--- src/rtl/core_pkg.sv ---
// Shared RV32I core constants: sequencer state encodings, writeback selects and trap causes.
// The decoder and datapath import the same definitions.
package core_pkg;

  typedef enum logic [2:0] {
    ST_FETCH  = 3'd0,
    ST_DECODE = 3'd1,
    ST_EXEC   = 3'd2,
    ST_MEM    = 3'd3,
    ST_WB     = 3'd4,
    ST_TRAP   = 3'd7
  } state_t;

  typedef enum logic [1:0] {
    WB_MEM = 2'd0,
    WB_ALU = 2'd1,
    WB_PC4 = 2'd2
  } wb_sel_t;

  typedef enum logic [1:0] {
    CAUSE_NONE    = 2'd0,
    CAUSE_ILLEGAL = 2'd1,
    CAUSE_IMEM    = 2'd2,
    CAUSE_DMEM    = 2'd3
  } trap_cause_t;

  // Loads reach memory through the writeback mux, stores through MemRW.
  function automatic logic needs_mem(input logic memrw, input logic [1:0] wbsel);
    return memrw | (wbsel == WB_MEM);
  endfunction

endpackage

--- src/rtl/wait_timer.sv ---
// Memory-wait counter shared by FETCH and MEM; flags when MAX_WAIT stalled cycles have elapsed.
// MAX_WAIT of zero never expires.
module wait_timer #(
  parameter int unsigned MAX_WAIT = 255
) (
  input  logic clk,
  input  logic rst,
  input  logic i_clear,
  input  logic i_en,
  output logic o_expired
);

  localparam int unsigned W = (MAX_WAIT < 2) ? 1 : $clog2(MAX_WAIT + 1);

  logic [W-1:0] r_count;

  // Saturating count so a disabled timeout cannot wrap back into a match.
  always_ff @(posedge clk) begin
    if (rst || i_clear) begin
      r_count <= '0;
    end else if (i_en && (r_count != {W{1'b1}})) begin
      r_count <= r_count + W'(1);
    end
  end

  assign o_expired = (MAX_WAIT != 0) && (r_count == W'(MAX_WAIT));

endmodule

--- src/rtl/ctrl_sequencer.sv ---
// Multi-cycle FETCH/DECODE/EXEC/MEM/WB control sequencer: freezes the decoder bundle in DECODE,
// gates state-changing strobes to their phase and traps on illegal opcodes or memory timeouts.
module ctrl_sequencer
  import core_pkg::*;
#(
  parameter int unsigned MAX_WAIT = 255,
  parameter int unsigned CNT_W    = 32
) (
  input  logic             clk,
  input  logic             rst,
  input  logic             imem_ready,
  input  logic             dmem_ready,
  input  logic             illegal,
  input  logic             PCSel_d,
  input  logic             RegWEn_d,
  input  logic             ASel_d,
  input  logic             BSel_d,
  input  logic             MemRW_d,
  input  logic [2:0]       DataRSel_d,
  input  logic [2:0]       ImmSel_d,
  input  logic [1:0]       DataWSel_d,
  input  logic [1:0]       WBSel_d,
  input  logic [3:0]       ALUSel_d,
  output logic             PCSel,
  output logic             ASel,
  output logic             BSel,
  output logic [2:0]       DataRSel,
  output logic [2:0]       ImmSel,
  output logic [1:0]       DataWSel,
  output logic [1:0]       WBSel,
  output logic [3:0]       ALUSel,
  output logic             RegWEn,
  output logic             MemRW,
  output logic             ir_we,
  output logic             pc_we,
  output logic             imem_req,
  output logic             dmem_req,
  output logic             trap,
  output logic [1:0]       trap_cause,
  output logic [2:0]       state_o,
  output logic [CNT_W-1:0] retired
);

  state_t           r_state;
  trap_cause_t      r_trap_cause;
  logic             r_trap;
  logic [CNT_W-1:0] r_retired;
  logic             r_pcsel, r_regwen, r_asel, r_bsel, r_memrw;
  logic [2:0]       r_datarsel, r_immsel;
  logic [1:0]       r_datawsel, r_wbsel;
  logic [3:0]       r_alusel;

  logic w_in_fetch, w_in_mem, w_timer_clear, w_timer_en, w_expired;

  assign w_in_fetch    = (r_state == ST_FETCH);
  assign w_in_mem      = (r_state == ST_MEM);
  // Held at zero outside the two wait states, so each FETCH/MEM visit starts from a fresh count.
  assign w_timer_clear = !(w_in_fetch || w_in_mem);
  assign w_timer_en    = (w_in_fetch && !imem_ready) || (w_in_mem && !dmem_ready);

  wait_timer #(.MAX_WAIT(MAX_WAIT)) u_wait_timer (
    .clk      (clk),
    .rst      (rst),
    .i_clear  (w_timer_clear),
    .i_en     (w_timer_en),
    .o_expired(w_expired)
  );

  always_ff @(posedge clk) begin
    if (rst) begin
      r_state      <= ST_FETCH;
      r_trap       <= 1'b0;
      r_trap_cause <= CAUSE_NONE;
      r_retired    <= '0;
      r_pcsel      <= 1'b0;
      r_regwen     <= 1'b0;
      r_asel       <= 1'b0;
      r_bsel       <= 1'b0;
      r_memrw      <= 1'b0;
      r_datarsel   <= 3'd0;
      r_immsel     <= 3'd0;
      r_datawsel   <= 2'd0;
      r_wbsel      <= 2'd0;
      r_alusel     <= 4'd0;
    end else begin
      case (r_state)
        ST_FETCH: begin
          if (imem_ready) begin
            r_state <= ST_DECODE;
          end else if (w_expired) begin
            r_state      <= ST_TRAP;
            r_trap       <= 1'b1;
            r_trap_cause <= CAUSE_IMEM;
          end
        end
        ST_DECODE: begin
          r_pcsel    <= PCSel_d;
          r_regwen   <= RegWEn_d;
          r_asel     <= ASel_d;
          r_bsel     <= BSel_d;
          r_memrw    <= MemRW_d;
          r_datarsel <= DataRSel_d;
          r_immsel   <= ImmSel_d;
          r_datawsel <= DataWSel_d;
          r_wbsel    <= WBSel_d;
          r_alusel   <= ALUSel_d;
          if (illegal) begin
            r_state      <= ST_TRAP;
            r_trap       <= 1'b1;
            r_trap_cause <= CAUSE_ILLEGAL;
          end else begin
            r_state <= ST_EXEC;
          end
        end
        ST_EXEC: begin
          r_state <= needs_mem(r_memrw, r_wbsel) ? ST_MEM : ST_WB;
        end
        ST_MEM: begin
          if (dmem_ready) begin
            r_state <= ST_WB;
          end else if (w_expired) begin
            r_state      <= ST_TRAP;
            r_trap       <= 1'b1;
            r_trap_cause <= CAUSE_DMEM;
          end
        end
        ST_WB: begin
          r_retired <= r_retired + CNT_W'(1);
          r_state   <= ST_FETCH;
        end
        ST_TRAP: begin
          r_state <= ST_TRAP;
        end
        default: begin
          r_state      <= ST_TRAP;
          r_trap       <= 1'b1;
          r_trap_cause <= CAUSE_ILLEGAL;
        end
      endcase
    end
  end

  assign PCSel    = r_pcsel;
  assign ASel     = r_asel;
  assign BSel     = r_bsel;
  assign DataRSel = r_datarsel;
  assign ImmSel   = r_immsel;
  assign DataWSel = r_datawsel;
  assign WBSel    = r_wbsel;
  assign ALUSel   = r_alusel;

  // Phase-gated strobes decode straight from the state register.
  assign RegWEn   = r_regwen && (r_state == ST_WB);
  assign MemRW    = r_memrw && w_in_mem;
  assign ir_we    = w_in_fetch && imem_ready;
  assign pc_we    = (r_state == ST_WB);
  assign imem_req = w_in_fetch;
  assign dmem_req = w_in_mem;

  assign trap       = r_trap;
  assign trap_cause = r_trap_cause;
  assign state_o    = r_state;
  assign retired    = r_retired;

endmodule

--- config.mk ---
export PLATFORM = sky130hd
export DESIGN_NAME = ctrl_sequencer
export DESIGN_NICKNAME = d
export VERILOG_FILES = /design/src/rtl/core_pkg.sv /design/src/rtl/wait_timer.sv /design/src/rtl/ctrl_sequencer.sv
export SDC_FILE = /design/constraint.sdc
export NUM_CORES = 1
export LEC_CHECK = 0
export BUFFER_PORTS_ARGS = -buffer_cell sky130_fd_sc_hd__buf_2
export CAP_MARGIN = 20
export CORE_MARGIN = 4
export CORE_UTILIZATION = 51
export DETAILED_ROUTE_END_ITERATION = 7
export PLACE_DENSITY = 0.81
export SYNTH_ARGS = -nofsm -noshare
export SYNTH_HDL_FRONTEND = slang
export SYNTH_HIERARCHICAL = 1
export SYNTH_SLANG_ARGS = --single-unit
--- constraint.sdc ---
create_clock -name clk -period 2.92 [get_ports clk]
set_clock_uncertainty 0.15 [all_clocks]
set_input_delay 0.438 -clock clk [delete_from_list [all_inputs] [get_ports clk]]
set_output_delay 0.438 -clock clk [all_outputs]
set_load 0.01 [all_outputs]
---- Word level (Yosys, flattened, before mapping) ----
Cells that the tools add are included.
storage, ports and cells
  flip-flop bits (word level) ............. 65
  bits of input ports ..................... 24
  output and inout port bits .............. 61
  word-level logic and storage cells ...... 65
operators by class
  add/subtract/negate cells ............... 2
  equality and inequality tests ........... 12
  multiplexer cells ....................... 17
  bitwise operators ....................... 2
  reductions and logical operators ........ 17
operators by type and width
  cell                                                                     count
  32-bit by 1-bit adder with 32-bit output, second input constant          1
  3-bit 2-to-1 mux                                                         5
  3-bit case mux with 5 select lines                                       1
  2-bit 2-to-1 mux                                                         5
  8-bit by 1-bit adder with 8-bit output, second input constant            1
  8-bit equality test, second input constant                               1
  8-bit inequality test, second input constant                             1
  2-bit case mux with 4 select lines                                       1
  3-bit by 2-bit equality test with 1-bit output, second input constant    2
  3-bit equality test, second input constant                               2
  1-bit logical AND                                                        6
  2-bit inequality test, second input constant                             3
  6-bit AND reduction                                                      1
  1-bit 2-to-1 mux                                                         4
  2-bit by 1-bit inequality test with 1-bit output, second input constant  2
  1-bit case mux with 4 select lines                                       1
  4-bit AND reduction                                                      1
  3-bit by 1-bit equality test with 1-bit output, second input constant    1
  1-bit zero test                                                          3
  3-bit zero test                                                          1
  1-bit logical OR                                                         3
  3-bit OR reduction                                                       1
  2-bit zero test                                                          1
  1-bit inverter                                                           1
  1-bit bitwise OR                                                         1

---- Depth between registers and ports, before layout ----
Gate-level depths: netlist of run 1.
  depth in word-level cells ............... 4
  gate-level depth with buffers ........... 8
  depth with buffers taken out ............ 7

---- Modules after synthesis ----
The synthesis of run 1 kept the hierarchy.
by module, submodules not included
  module          instances  cells each  area each (µm²)
  ctrl_sequencer  1          302         2482.4
  wait_timer      1          49          425.4

---- Worst setup path after synthesis of run 1 ----
Ideal clock, no wire load.
  kind .................................... reg-to-reg
  start point ............................. register r_state[2], in the netlist state_o[2]
  end point ............................... register r_retired[29], in the netlist retired[29]
  arrival ................................. 2.232 ns
  required time ........................... 2.699 ns
  slack ................................... 0.467 ns
  cell stages (with the launch flop) ...... 8
  buffers on the path ..................... 2
  period minus slack after synthesis ...... 2.453 ns
  cells stage by stage .................... dfxtp_1 > buf_6 > or3b_1 > buf_6 > nor4_4 > nand3_4 > or4_1 > a21oi_1
between the ends
  cells in the longest elaborated chain, start to end .. 1
RTL lines
  what                    RTL line               text
  start, declared         ctrl_sequencer.sv:44   state_t r_state;
  start signal, assigned  ctrl_sequencer.sv:116  r_state <= needs_mem(r_memrw, r_wbsel) ? ST_MEM : ST_WB;
  3-bit equality test     ctrl_sequencer.sv:86   case (r_state)
  end signal, assigned    ctrl_sequencer.sv:128  r_retired <= r_retired + CNT_W'(1);
  end, declared           ctrl_sequencer.sv:47   logic [CNT_W-1:0] r_retired;
Every way passes these cells.
A chain may end at the register's enable or synchronous reset.

---- Worst setup path in the final report of run 1 ----
  start point ............................. register r_state[0], in the netlist state_o[0]
  end point ............................... output RegWEn
between the ends
  cells in the longest elaborated chain, start to end .. 2
RTL lines
  what                 RTL line               text
  3-bit equality test  ctrl_sequencer.sv:153  assign RegWEn = r_regwen && (r_state == ST_WB);
  1-bit logical AND    ctrl_sequencer.sv:153
  end, declared        ctrl_sequencer.sv:32   output logic RegWEn,
Every way passes these cells.

==> flow_metrics.tcl, run 1 <==
set metrics [dict create \
    synth_seq_cells 65 \
    timing.critical_path.from_type "flop" \
    cp.arrival_ns 1.92 \
    cts.hold.buffers_added 0 \
    tightestPinTransition_ns 0.867 \
    finalCoreUtilization_pct 63.9 \
    achievable-frequency_mhz 399 \
    dp_hpwl_mm 5.04 \
    ys_async_sr_fraction_pct 0 \
    clock_path_buffers 2 \
    track_usage_pct 20.9 \
    area_growth_pct 21.0 \
    clkSlewWorstSetupHoldPaths_ns 0.07 \
    antenna_cells_inserted 0 \
    io_buffers 84 \
    placement.cell_area_um2 3370 \
    setup_repair_after_global_routing_missed_its_margin "false" \
    cts.htree.levels 3 \
    drc 0 \
    die-height_um 83.5 \
    io_pins 85 \
    ant_nets 0 \
    finalWorstPathRequiredPeriod_ns 2.50 \
    clock_insertion_delay_at_the_later_pin_of_the_skew_report_ns 0.33 \
    route.final.wire_length_mm 7.01 \
    clock_sink_count 65 \
    finish.net_count 461 \
    num_rows 27 \
    fp.dieArea_um2 6970 \
    final_max_slew_viol_count 0 \
    grt.overflow.total 0 \
    finish.instance_area_um2 3520 \
    p_switching_mw 0.603 \
    vias 2727 \
    clock_root_buffer_master "sky130_fd_sc_hd__clkbuf_8" \
    gp_congestion 0.933 \
    timing.critical_path.required_ns 2.33 \
    combPwrFrac_pct 18.7 \
    count_of_different_cell_masters_after_synthesis 48 \
    floorplan.core_area_um2 5510 \
    end_kind "output port" \
    sequentialPowerShare_pct 50.5 \
    timing.final.hold_violations 0 \
    tritoncts_clock_tree "built" \
    syn_avg_cell_area_um2 8.28 \
    worstHoldPathType "input pin to flop" \
    p_sw_share_pct 30.3 \
    post_route_cells_drive_above_1_share_pct 25.1 \
    synth-warning-count 6 \
    placed_cells_incl_taps 496 \
    power.static_leakage_nw 1.49 \
    status "finished clean" \
    drtIter0Drc 122 \
    total_power_mw 1.99 \
    portion_of_total_power_attributed_to_the_clock_network_pct 30.8 \
    route.detailed.wl_per_inst_um 13.7 \
    grt_pass1_vias 2572 \
    power_density_nw_per_um2 565 \
    post-route-worst-setup-slack_ns 0.417 \
    die_w_um 83.5 \
    hold-worst-slack_ns 0.187 \
    initial_cell_density_of_the_core_pct 52.8 \
    crit_slowest_cell "sky130_fd_sc_hd__dfxtp_1" \
    finish.cell_count_without_fillers 510 \
    dp_slack_ns 0.531 \
    cts_inserted_buffers 9 \
    post-cts-setup-buffer-count 0 \
    netlist_instances 351 \
    number_of_antenna_violations_at_the_first_check_in_global_routing 0 \
    detail_route.first_pass.iterations 4 \
    synth_ff_type "sky130_fd_sc_hd__dfxtp_1" \
    intPower_mw 1.38 \
    fin_setup_tns_ns 0 \
    path_cells "or3b_1 > clkinv_1 > and2_1 > buf_2" \
    setup_violations 0 \
    maxCapViolations 0 \
    timing.critical_path.fanout_max 19 \
    cts.repair.resized 0 \
    timing.critical_path.slowest_cell_delay_ns 0.64 \
    synth_enable_flop_cells 0 \
    n_fill_cell 495 \
    detail_route.vias_per_cell 5.35 \
    synth.yosys.seq_area_share_pct 44.8 \
    netlist_area_um2 2910 \
    path_class "flop to output port" \
    ir_worst_vdd_v 0.000390 \
    slew-limit-headroom_pct 42.2 \
    largest_net_degree_at_the_start_of_global_routing 48 \
    grt_first_pass_wirelength_mm 11.9 \
    min_period_over_period_pct 85.7 \
    synthesis.nets 377 \
]
==> worst paths after layout <==
| path | slack (ns) | depth (start not counted) | to | start |
|---|---|---|---|---|
| worst min register to register | 0.30 | 2 | ALUSel[1]$_SDFFE_PP0N_ | ALUSel[1]$_SDFFE_PP0N_ |
| worst max-delay path | 0.42 | 4 | RegWEn | state_o[0]$_SDFF_PP0_ |
| worst max register to register | 0.47 | 6 | u_wait_timer/r_count[6]$_SDFFE_PP0P_ | state_o[1]$_SDFF_PP0_ |
| worst min-delay path | 0.19 | 3 | ALUSel[3]$_SDFFE_PP0N_ | ALUSel_d[3] |
==> state kept, by name (all words and copies together), names as in the netlist, 2 cells and up <==
register              count
ALUSel                    4
DataRSel                  3
trap_cause                2
u_wait_timer/r_count      8
ImmSel                    3
WBSel                     2
state_o                   3
retired                  32
DataWSel                  2
==> critical path: cells and delay by family (launching register included) <==
family        cells  cell delay (ns)
flops             1             0.64
simple gates      2             0.54
buf+inv           2             0.40
==> power groups by stage <==
stage / logic [mW] / clock network [mW] / registers (mW)
CTS: 0.377 / 0.626 / 1.00
floorplan: 0.258 / 0 / 1.02
detailed placement: 0.375 / 0 / 1.02
global placement: 0.369 / 0 / 1.02
finish: 0.372 / 0.612 / 1.00
global route: 0.414 / 0.679 / 1.01
==> final cells by class <==
cell class	count	area [um2]	area share [%]
Sequential cell	65	1300	37.0
Clock inverter	4	22.5	0.640
Inverter	10	37.5	1.07
Timing Repair Buffer	88	450	12.8
Multi-Input combinational cell	261	1490	42.3
Clock buffer	10	128	3.63
Tap cell	72	90.1	2.56
==> per-layer routing <==
metal,vias up,share of wire (%),global-route usage (%)
met2,80,50,34.6
met4,0,1.5,8.77
met3,10,6.0,5.82
met5,-,0,0
li1,1368,-,-
met1,1269,43,25.5
==> cell usage in the layout (no fill, tap or decap), drive strengths merged, types with 4 or more instances in the layout <==
master	n
and2	7
xor2	21
nand2	61
and3	4
a2111oi	4
or2	4
nand3	12
dfxtp	65
xnor2	10
buf	88
clkinv	4
nor3	10
mux2i	4
nor2	49
nand4	14
a21oi	25
clkbuf	10
inv	9
==> logic make-up (layout without fill, tap and decap cells) <==
group                    after synthesis  count (layout)  synth area share (%)
AO/OA/AOI/OAI                         50              50                  10.9
buffers and inverters                 25             112                  4.04
flip-flops                            65              65                  44.8
adder cells (fa/ha/maj)                2               2                 0.860
XOR/XNOR                              31              31                  9.34
multiplexers                           4               4                  1.38
AND/OR/NAND/NOR                      174             174                  28.7
==> cells in the mapped netlist (3+ instances only) <==
cell	instances	share of area, %
sky130_fd_sc_hd__o21ai_0	3	0.52
sky130_fd_sc_hd__and2_1	6	1.3
sky130_fd_sc_hd__mux2i_1	4	1.4
sky130_fd_sc_hd__dfxtp_1	65	45
sky130_fd_sc_hd__a2111oi_0	3	0.90
sky130_fd_sc_hd__xnor2_1	10	3.0
sky130_fd_sc_hd__or2_2	4	0.86
sky130_fd_sc_hd__and3_1	4	0.86
sky130_fd_sc_hd__clkbuf_1	11	1.4
sky130_fd_sc_hd__nor2_1	49	6.3
sky130_fd_sc_hd__xor2_1	21	6.3
sky130_fd_sc_hd__nand2_1	60	7.7
sky130_fd_sc_hd__buf_6	3	1.2
sky130_fd_sc_hd__inv_1	9	1.2
sky130_fd_sc_hd__a211oi_1	3	0.77
sky130_fd_sc_hd__nand3_1	11	1.9
sky130_fd_sc_hd__nor3_1	10	1.7
sky130_fd_sc_hd__a21oi_1	25	4.3
sky130_fd_sc_hd__nand4_1	14	3.0
Note: power is estimated with default switching activity, not from simulation.
==> run 2: changes to the inputs <==
Settings changed: ABC_AREA set to 1, CORE_UTILIZATION 51 to 53, PLACE_DENSITY 0.81 to 0.82.
==> flow_metrics.tcl, run 2 <==
set metrics [dict create \
    timing.critical_path.fanout_max 21 \
    cts_inserted_buffers 9 \
    vias 3488 \
    hold-worst-slack_ns 0.155 \
    die-height_um 86.3 \
    cp.arrival_ns 2.23 \
    ys_async_sr_fraction_pct 0 \
    post-synth-top-area-fraction_pct 40.0 \
    post-route-worst-setup-slack_ns 0.756 \
    hp_start "ImmSel_d[1]" \
    route.detailed.wl_per_inst_um 12.5 \
    largest_register_ffs 32 \
    met1Wirelength_mm 3.54 \
    fp.dieArea_um2 7450 \
    finish.instance_area_um2 3950 \
    timing.critical_path.from_type "flop" \
    drtIter0Drc 271 \
    synth.yosys.seq_area_share_pct 40.0 \
    gp_congestion 0.970 \
    route.final.wire_length_mm 8.43 \
    grt_pass1_vias 3195 \
    grt.overflow.total 0 \
    ys_top_cells_by_count "sky130_fd_sc_hd__nor2_1 (126), sky130_fd_sc_hd__nand2_1 (101), sky130_fd_sc_hd__dfxtp_1 (65)" \
    leading_post_synthesis_cells_by_cell_area "sky130_fd_sc_hd__dfxtp_1 (40%), sky130_fd_sc_hd__nor2_1 (15%), sky130_fd_sc_hd__nand2_1 (12%)" \
    cts.hold.buffers_added 0 \
    worstHoldPathCells 3 \
    setup_violations 0 \
    dp_hpwl_mm 6.30 \
    clock_sink_count 65 \
    die_w_um 86.3 \
    syn_avg_cell_area_um2 6.41 \
    worstHoldPathType "input pin to flop" \
    rr_endpoint "r_regwen$_SDFFE_PP0N_" \
    achievable-frequency_mhz 462 \
    path_class "flop to flop" \
    count_of_different_cell_masters_after_synthesis 29 \
    min_delay_worst_endpoint "ImmSel[1]$_SDFFE_PP0N_" \
    fin_setup_tns_ns 0 \
    netlist_area_um2 3250 \
    placement.cell_area_um2 3720 \
    routed-wl-met2_mm 4.01 \
    finalWorstPathRequiredPeriod_ns 2.16 \
    dp_slack_ns 0.753 \
    grt_first_pass_wirelength_mm 14.1 \
    io_buffers 84 \
    final_max_slew_viol_count 0 \
    setup_repair_after_global_routing_missed_its_margin "false" \
    r2r.worst_path.cells 6 \
    end_kind "flop" \
    synthDominantAreaCellType "sky130_fd_sc_hd__dfxtp_1" \
    maxCapViolations 0 \
    detail_route.vias_per_cell 5.18 \
    tightestPinTransition_ns 0.612 \
    num_rows 28 \
    synthMostInstantiatedCell "sky130_fd_sc_hd__nor2_1" \
    io_pins 85 \
    netlist_instances 507 \
    finish.net_count 619 \
    power_density_nw_per_um2 730 \
    timing.critical_path.required_ns 2.99 \
    met3RoutedLength_um 733 \
    timing.reg2reg.setup_slack_ns 0.76 \
    initial_cell_density_of_the_core_pct 54.9 \
    finish.cell_count_without_fillers 673 \
    cts.repair.resized 0 \
    clkSlewWorstSetupHoldPaths_ns 0.07 \
    ant_nets 0 \
    synthesis.nets 533 \
    min_period_over_period_pct 74.1 \
    power.static_leakage_nw 1.92 \
    ir_worst_vdd_v 0.000601 \
    status "finished clean" \
    slew-limit-headroom_pct 59.1 \
    tritoncts_clock_tree "built" \
    synth_enable_flop_cells 0 \
    largest_net_degree_at_the_start_of_global_routing 27 \
    layout.cells.most_common_list "sky130_fd_sc_hd__nor2_1 (126), sky130_fd_sc_hd__nand2_1 (101), sky130_fd_sc_hd__buf_2 (84), sky130_fd_sc_hd__dfxtp_1 (65), sky130_fd_sc_hd__inv_1 (62)" \
    post_route_cells_drive_above_1_share_pct 20.2 \
    track_usage_pct 23.6 \
    number_of_antenna_violations_at_the_first_check_in_global_routing 0 \
    topRoutingLayerUsed "met4" \
    detail_route.first_pass.iterations 5 \
    clock_root_buffer_master "sky130_fd_sc_hd__clkbuf_8" \
    area_growth_pct 21.6 \
    clock_path_buffers 2 \
    timing.final.hold_violations 0 \
    post-cts-setup-buffer-count 0 \
    clock_insertion_delay_at_the_later_pin_of_the_skew_report_ns 0.35 \
    antenna_cells_inserted 0 \
    cts.htree.levels 3 \
    synth-warning-count 6 \
    reg2reg_from "state_o[1]$_SDFF_PP0_" \
    synth_seq_cells 65 \
    drc 0 \
    synth_ff_type "sky130_fd_sc_hd__dfxtp_1" \
    mostFrequentLayoutCell "sky130_fd_sc_hd__nor2_1" \
    placed_cells_incl_taps 657 \
    floorplan.core_area_um2 5920 \
]
## run 2: cell count changes after synthesis, sizes merged, moves of 4 or more
cell | previous run | this run
nor2 | 49 | 136
o21ai | 3 | 38
and2 | 7 | 0
inv | 9 | 64
nand2 | 61 | 104
and3 | 4 | 0
nand3 | 12 | 37
a2111oi | 4 | 0
xnor2 | 10 | 2
nor3 | 10 | 5
xor2 | 21 | 1
mux2i | 4 | 0
## run 2: per-stage QoR
step / utilization (%) / power, mW
final: 66.8 / 2.88
after global routing: 66.8 / 3.07
after CTS: 66.8 / 2.90
after detailed placement: 62.9 / 2.03
after global placement: 62.9 / 2.00
after floorplan: - / 1.73
## run 2: worst max-delay path by stage
stage                                          from                                   end  slack [ns]  depth (start not counted)
6_report                      state_o[1]$_SDFF_PP0_                 r_regwen$_SDFFE_PP0N_        0.76                          6
5_1_grt                       state_o[1]$_SDFF_PP0_                 r_regwen$_SDFFE_PP0N_        0.47                          6
4_1_cts                       state_o[1]$_SDFF_PP0_                 r_regwen$_SDFFE_PP0N_        0.74                          6
3_5_place_dp                  state_o[1]$_SDFF_PP0_                 r_regwen$_SDFFE_PP0N_        0.75                          6
3_3_place_gp   u_wait_timer/r_count[0]$_SDFFE_PP0P_            trap_cause[1]$_SDFFE_PP0P_        0.79                         12
2_1_floorplan                 state_o[1]$_SDFF_PP0_  u_wait_timer/r_count[5]$_SDFFE_PP0P_        1.06                         12
## run 2: final cells by class
| class | instances | area (um2) |
|---|---|---|
| Tap cell | 75 | 93.8 |
| Multi-Input combinational cell | 366 | 1650 |
| Fill cell | 544 | 1970 |
| Sequential cell | 65 | 1300 |
| Clock buffer | 10 | 138 |
| Timing Repair Buffer | 86 | 435 |
| Inverter | 65 | 244 |
| Clock inverter | 6 | 91.3 |
## run 2: where the power goes
group / internal [mW] / switching [mW]
combinational: 0.295 / 0.559
sequential: 1.04 / 0.110
clock: 0.505 / 0.371
## run 2: per-layer routing
metal / vias up / GRT usage [%]
li1: 1773 / -
met1: 1565 / 29.2
met2: 133 / 38.5
met3: 17 / 7.32
met4: 0 / 8.78
met5: - / 0
## run 2: critical path, stage by stage (launching register included)
cell,delay [ns]
sky130_fd_sc_hd__dfxtp_1,0.40
sky130_fd_sc_hd__inv_1,0.11
sky130_fd_sc_hd__nand2_1,0.08
sky130_fd_sc_hd__nor2_2,0.49
sky130_fd_sc_hd__inv_1,0.46
sky130_fd_sc_hd__o21ai_0,0.29
sky130_fd_sc_hd__a21oi_1,0.05
## run 2: cell families after synthesis
family | synth area share [%]
compound gates | 9.74
xor+xnor | 0.809
fa+ha+maj | 0.770
simple gates | 39.4
buf+inv | 9.20
flops | 40.0
